==> config.mk <==
export PLATFORM = sky130hd
export DESIGN_NAME = seq_restoring_divider
export DESIGN_NICKNAME = d
export VERILOG_FILES = /design/src/rtl/seq_restoring_divider_pkg.sv /design/src/rtl/seq_restoring_divider_step.sv /design/src/rtl/seq_restoring_divider.sv
export SDC_FILE = /design/constraint.sdc
export NUM_CORES = 1
export LEC_CHECK = 0
export ABC_CLOCK_PERIOD_IN_PS = 1900
export CAP_MARGIN = 15
export CORE_ASPECT_RATIO = 1.2
export CORE_MARGIN = 5
export CORE_UTILIZATION = 39
export DETAILED_ROUTE_END_ITERATION = 12
export GPL_ROUTABILITY_DRIVEN = 0
export PLACE_DENSITY = 0.6
export RECOVER_POWER = 25
export SYNTH_ARGS = -nofsm -noshare
export SYNTH_HDL_FRONTEND = slang
export SYNTH_SLANG_ARGS = --single-unit
==> constraint.sdc <==
create_clock -name clk -period 1.9 [get_ports clk]
set_input_delay 0.38 -clock clk [delete_from_list [all_inputs] [get_ports clk]]
set_output_delay 0.38 -clock clk [all_outputs]
set_load 0.02 [all_outputs]
==> src/rtl/seq_restoring_divider_pkg.sv <==
// Shared definitions for the sequential restoring divider.
package div_pkg;

  localparam int unsigned DW_DEF = 8;
  localparam int unsigned SW_DEF = 4;

  localparam logic [DW_DEF-1:0] DIV0_QUOT = {DW_DEF{1'b1}};

  typedef enum logic [1:0] {
    IDLE = 2'd0,
    CALC = 2'd1,
    DONE = 2'd2
  } div_state_t;

endpackage

==> src/rtl/seq_restoring_divider_step.sv <==
// One combinational restoring-division iteration: shift in a dividend bit, trial-subtract.
module div_step #(
  parameter int unsigned SW = 4
) (
  input  logic [SW-1:0] rem,
  input  logic          din,
  input  logic [SW-1:0] divisor,
  output logic [SW-1:0] rem_nxt,
  output logic          q
);

  logic [SW:0] pr;
  logic [SW:0] diff;

  always_comb begin
    pr   = {rem, din};
    diff = pr - {1'b0, divisor};
    q    = (pr >= {1'b0, divisor});
    // rem < divisor on entry, so the difference always fits in SW bits
    rem_nxt = q ? diff[SW-1:0] : pr[SW-1:0];
  end

endmodule

==> src/rtl/seq_restoring_divider.sv <==
// Sequential restoring divider, one quotient bit per clock, operands captured on start's falling edge.
// Optional: SEQ_DIV_EARLY_EXIT_EN skips iteration when dividend < divisor.
module seq_restoring_divider
  import div_pkg::*;
#(
  parameter int unsigned DW = DW_DEF,
  parameter int unsigned SW = SW_DEF
) (
  input  logic          clk,
  input  logic          rst,
  input  logic [DW-1:0] dividend,
  input  logic [SW-1:0] divisor,
  input  logic          start,
  output logic [DW-1:0] quotient,
  output logic [SW-1:0] remainder,
  output logic          valid,
  output logic          busy,
  output logic          div_by_zero
);

  localparam int unsigned CW = $clog2(DW + 1);
  localparam logic [DW-1:0] Q_ALL_ONES = (DW == DW_DEF) ? DW'(DIV0_QUOT) : {DW{1'b1}};

  div_state_t    state, state_nxt;
  logic [DW-1:0] dq, dq_nxt;
  logic [SW-1:0] dvs, dvs_nxt;
  logic [SW-1:0] rem, rem_nxt;
  logic [CW-1:0] count, count_nxt;
  logic [DW-1:0] quotient_nxt;
  logic [SW-1:0] remainder_nxt;
  logic          valid_nxt, busy_nxt, dz_nxt;
  logic          start_d;
  logic          start_edge;
  logic [SW-1:0] step_rem;
  logic          step_q;

  assign start_edge = start_d & ~start;

  div_step #(.SW(SW)) u_step (
    .rem     (rem),
    .din     (dq[DW-1]),
    .divisor (dvs),
    .rem_nxt (step_rem),
    .q       (step_q)
  );

  // State and datapath registers
  always_ff @(posedge clk or negedge rst) begin
    if (!rst) begin
      state       <= IDLE;
      start_d     <= 1'b0;
      dq          <= '0;
      dvs         <= '0;
      rem         <= '0;
      count       <= '0;
      quotient    <= '0;
      remainder   <= '0;
      valid       <= 1'b0;
      busy        <= 1'b0;
      div_by_zero <= 1'b0;
    end else begin
      state       <= state_nxt;
      start_d     <= start;
      dq          <= dq_nxt;
      dvs         <= dvs_nxt;
      rem         <= rem_nxt;
      count       <= count_nxt;
      quotient    <= quotient_nxt;
      remainder   <= remainder_nxt;
      valid       <= valid_nxt;
      busy        <= busy_nxt;
      div_by_zero <= dz_nxt;
    end
  end

  // Next-state and next-register logic
  always_comb begin
    state_nxt     = state;
    dq_nxt        = dq;
    dvs_nxt       = dvs;
    rem_nxt       = rem;
    count_nxt     = count;
    quotient_nxt  = quotient;
    remainder_nxt = remainder;
    dz_nxt        = div_by_zero;
    valid_nxt     = 1'b0;
    busy_nxt      = busy;

    // busy covers the valid cycle, then drops
    if (valid) busy_nxt = 1'b0;

    case (state)
      IDLE: begin
        if (start_edge && !busy) begin
          dq_nxt    = dividend;
          dvs_nxt   = divisor;
          rem_nxt   = '0;
          count_nxt = CW'(DW);
          busy_nxt  = 1'b1;
          if (divisor == '0) begin
            state_nxt = DONE;
          end
`ifdef SEQ_DIV_EARLY_EXIT_EN
          else if (dividend < DW'(divisor)) begin
            dq_nxt    = '0;
            rem_nxt   = dividend[SW-1:0];
            state_nxt = DONE;
          end
`endif
          else begin
            state_nxt = CALC;
          end
        end
      end
      CALC: begin
        dq_nxt    = {dq[DW-2:0], step_q};
        rem_nxt   = step_rem;
        count_nxt = count - CW'(1);
        if (count == CW'(1)) state_nxt = DONE;
      end
      DONE: begin
        valid_nxt = 1'b1;
        state_nxt = IDLE;
        if (dvs == '0) begin
          quotient_nxt  = Q_ALL_ONES;
          remainder_nxt = '0;
          dz_nxt        = 1'b1;
        end else begin
          quotient_nxt  = dq;
          remainder_nxt = rem;
          dz_nxt        = 1'b0;
        end
      end
      default: state_nxt = IDLE;
    endcase
  end

endmodule

# == Word level (Yosys, flattened, before mapping) ==
# Cells that the tools add are included.
# totals
register_bits,38
output_inout_bits,15
elab_cells,48
# classes
add_sub_neg,2
order_cmp,1
eq_ne,5
mux,18
bitwise_logic,2
reduce_logical,9
# op_table
op,count
$mux 4,4
$mux 8,2
$pmux 4 s2,2
$pmux 8 s2,1
$logic_not 4->1,2
$mux 2,3
$reduce_and 2->1,3
$ge 5x4->1,1
$mux 1,5
$eq 4x1->1 const B,1
$ne 2x2->1 const B,2
$pmux 2 s2,1
$sub 4x1->4 const B,1
$sub 4x4->4,1
$eq 2x1->1 const B,1
$eq 2x2->1 const B,1
$logic_not 2->1,1
$reduce_bool 2->1,1
$and 1x1->1,1
$logic_and 1x1->1,1
$logic_not 1->1,1
$not 1->1,1

# == Depth between registers and ports, before layout ==
# logic_depth
depth_word,5
depth_mapped,6
mapped_depth_nobuf,6

# == By module ==
# Synthesis repeated with hierarchy kept, for this count alone.
# unflattened
hier_cells,154
area_unflattened_um2,1869.3
# modules_own_cells
module,instances,cells_each,area_each_um2,seq_area_each_um2
seq_restoring_divider,1,126,1645.3,950.9
div_step,1,28,224.0,0.0

# == Worst setup path after synthesis ==
# Ideal clock, no wire load.
# synth_path
path_kind,reg-to-reg
from,register rem[1]
to,register rem[1]
setup_ns,0.126
arrival_time_ns,1.746
required_time_ns,1.774
slack_ns,0.028
stages_incl_launch_ff,6
n_path_buf,0
cell_sequence,dfrtp_1 > ha_1 > or2_2 > a211oi_1 > nor4_1 > a311o_1
# synth_via
elab_chain_cells,3
# synth_rtl
element,line_no,rtl
"start, declared",seq_restoring_divider.sv:27,"logic [SW-1:0] rem, rem_nxt;"
"start signal, assigned",seq_restoring_divider.sv:66,rem <= rem_nxt;
$ge 5x4->1,seq_restoring_divider_step.sv:18,"q = (pr >= {1'b0, divisor});"
$mux 4,seq_restoring_divider_step.sv:20,rem_nxt = q ? diff[SW-1:0] : pr[SW-1:0];
$pmux 4 s2,seq_restoring_divider.sv:92,case (state)
# No other way between the ends.
# A chain may end at the register's enable or synchronous reset.

# == Worst setup path after layout ==
# layout_path
from,register dvs[2]
to,register rem[1]
# layout_via
elab_chain_cells,3
# layout_rtl
element,line_no,rtl
"start, declared",seq_restoring_divider.sv:26,"logic [SW-1:0] dvs, dvs_nxt;"
"start signal, assigned",seq_restoring_divider.sv:65,dvs <= dvs_nxt;
$ge 5x4->1,seq_restoring_divider_step.sv:18,
$mux 4,seq_restoring_divider_step.sv:20,
$pmux 4 s2,seq_restoring_divider.sv:92,
# No other way between the ends.

==> flow_summary.toml <==
[synthesis]
ys_seq_area_share_pct = 54.3
ys_types = 33
synth-edff-count = 0
synth-seq-cells = 38
synthCells = 186
synth-async-reset-ratio_pct = 100
avgSynthCellArea_um2 = 9.42
syn_area_mm2 = 0.00175
syn_nets = 208
synthFlopType = "dfrtp_1"
ys_warn_count = 0

[global_route]
grt_pass1_vias = 1568
grt.met3_usage_pct = 4.11
grt_usage_pct = 15.0
antenna_found_initial = 0
top_usage_layer = "met2"
grt-ovfl-total = 0
grt_max_degree = 39
use_met1_pct = 17.8
grt_pass1_wl_um = 7190
met2_usage_pct = 26.2

[floorplanning]
die_w_um = 71.2
fp.dieH_um = 83.4
io_pins = 30
start_util_pct = 40.8
core_mm2 = 0.00429
rows = 26
dieArea_mm2 = 0.00594

[flow_run]
maxCapViolCount = 0

[finish]
syn_to_final_growth_pct = 31.4
postLayoutCoreUtil_pct = 53.6
design_area_mm2 = 0.00230
num_antenna_cells = 0
drive_gt1_share_pct = 11.3
fin_nets = 252
nFillCells = 410

[drt]
vias = 1499
remaining_drc_errors = 0
wl_per_cell_um = 14.3
drtPass1Iterations = 4
ant_nets = 0
drt-vias-per-instance = 5.22
finalWirelength_um = 4100
drt_iter0_markers = 79

[worst_setup_path]
crit_buf_inv = 1
crit_arrival_ns = 2.05
start_kind = "flop"
cp_slowest_cell = "dfrtp_1"
cp_cell_sequence = "inv_1 -> ha_1 -> or2_2 -> a211o_1 -> a211oi_1 -> a311o_1"
crit_type = "flop to flop"
path_delay_family = "compound AO/OA/AOI/OAI gates"
max_stage_delay_ns = 0.35
crit_fanout = 4
endpoint_kind = "flop"
required_ns = 2.12

[sta]
setup_ws_ns = 0.0696
fmax_ghz = 0.546
setup_viol = 0
fin_worst_skew_ns = 0.00314
slew_viol_final = 0
post-route-period-util_pct = 96.3
tightest_slew_ns = 0.919
fin_crit_ns = 1.83
rsz0062_at_grt = "no"
slew_headroom_pct = 38.7
hold_viol = 0

[placed_design]
postPlaceCellArea_mm2 = 0.00218
place_hpwl_um = 3150
port_buffers = 29
pre_cts_ws_ns = -0.192

[pwr]
leakagePower_nw = 1.03
power_w = 0.00413
peakVddDrop_uv = 694
power_switching_share_pct = 40.3
combPwrFrac_pct = 51.0
p_per_area_mw_per_mm2 = 1790
clockPowerShare_pct = 13.9
internal_power_w = 0.00247
switchingPower_w = 0.00166
seqPwrFrac_pct = 35.1

[run_status]
status = "finished, final reports clean"

[cts]
ctsHtreeMaxLevel = 2
clk_latency_ns = 0.28
clkTransAtPathRegs_ns = 0.07
cts_root_buf = "clkbuf_8"
cts_buffers = 5
postCtsHoldBufs = 0
clock_tree.buffer_depth = 2
clkSinkCount = 38
cts_tree = "done"

[hold_path]
hold_path_class = "flop to flop"
## area by class of cell
cell class / count / area, µm² / area share [%]
clock buffers: 6 / 82.6 / 3.59
clock inverters: 2 / 12.5 / 0.544
inverters: 12 / 45.0 / 1.96
multi-input cells: 129 / 739 / 32.1
flip-flops and latches: 38 / 951 / 41.3
well taps: 56 / 70.1 / 3.05
repair buffers: 44 / 400 / 17.4
## metal layers
layer	wire [µm]	part of all wire, %
met1	1760	43
met3	144	3.5
met4	59	1.4
met5	0	0
met2	2140	52
## placed cells by master (no fill, tap or decap), types with 2 or more instances in the layout
cell type / count
nor2b_1: 2
o22ai_1: 8
nand3_1: 10
clkbuf_8: 6
o21ai_0: 8
nor4_1: 3
inv_1: 12
nor2_1: 15
o211ai_1: 5
clkdlybuf4s50_1: 28
a21oi_1: 9
ha_1: 6
nor3_1: 4
buf_4: 14
dfrtp_1: 38
nand2_1: 38
xnor2_1: 2
## path summary, 6_finish.rpt
check | end | slack, ns | cells after the start | startpoint
setup / recovery | rem[1]$_DFFE_PN0P_ | 0.07 | 6 | dvs[2]$_DFFE_PN0P_
hold / removal | div_by_zero$_DFFE_PN0P_ | 0.50 | 2 | div_by_zero$_DFFE_PN0P_
setup reg to reg | rem[1]$_DFFE_PN0P_ | 0.07 | 6 | dvs[2]$_DFFE_PN0P_
min in group asynchronous | quotient[4]$_DFFE_PN0P_ | 0.76 | 2 | rst
max in group asynchronous | dvs[3]$_DFFE_PN0P_ | 0.57 | 2 | rst
hold reg to reg | div_by_zero$_DFFE_PN0P_ | 0.50 | 2 | div_by_zero$_DFFE_PN0P_
## cell families after synthesis
group / count (synthesis) / share of synthesized area [%]
adder cells (fa/ha/maj): 7 / 5.43
buffers and inverters: 19 / 4.64
AND/OR/NAND/NOR: 80 / 20.3
AO/OA/AOI/OAI: 39 / 13.9
flip-flops: 38 / 54.3
XOR/XNOR: 3 / 1.50
## tightest hold or removal path, cell delays in order (launching register included)
cell and delay (ns):
dfrtp_1 0.35, nand2_1 0.05, nand2_1 0.06
## per-stage QoR
step	setup TNS, ns	cells	hold WS [ns]
floorplan	0	186	0.0844
global placement	-1.65	278	0.458
detailed placement	-2.10	278	0.482
CTS	0	286	0.501
global route	0	287	0.516
finish	0	287	0.496
## sequential cells by signal, summed over array words and instances, names as in the netlist
register and flops:
busy 1, count 4, div_by_zero 1, dq 8, dvs 4, quotient 8
rem 4, remainder 4, start_d 1, state 2, valid 1
## synthesized netlist by cell type, types with 2 or more instances
cell type   n  share of area, %
ha_1        6               4.3
nor2b_1     2              0.71
o22ai_1     8               2.9
a211oi_1    2              0.86
nor4_1      4               1.4
nor2_1     15               3.2
nor3_1      4               1.1
inv_1      12               2.6
o21ai_0     9               2.6
dfrtp_1    38                54
a21oi_1     9               2.6
o211ai_1    5               2.1
nand3_1    10               2.9
buf_2       2              0.57
xnor2_1     2               1.0
clkbuf_1    4              0.86
nand2_1    38               8.1
## power by group through the flow
stage	logic [W]	clock network [W]	registers, W
2_1_floorplan	0.00111	0	0.00156
3_3_place_gp	0.00196	0	0.00144
3_5_place_dp	0.00202	0	0.00147
4_1_cts	0.00205	0.000589	0.00145
5_1_grt	0.00232	0.000625	0.00151
6_report	0.00211	0.000573	0.00145
## timing repair
item,CTS,global route
setup endpoints to repair,1,5
buffers inserted,0,1
pin swaps,0,3
resized for setup,1,3
Note: power is estimated with default switching activity, not from simulation.
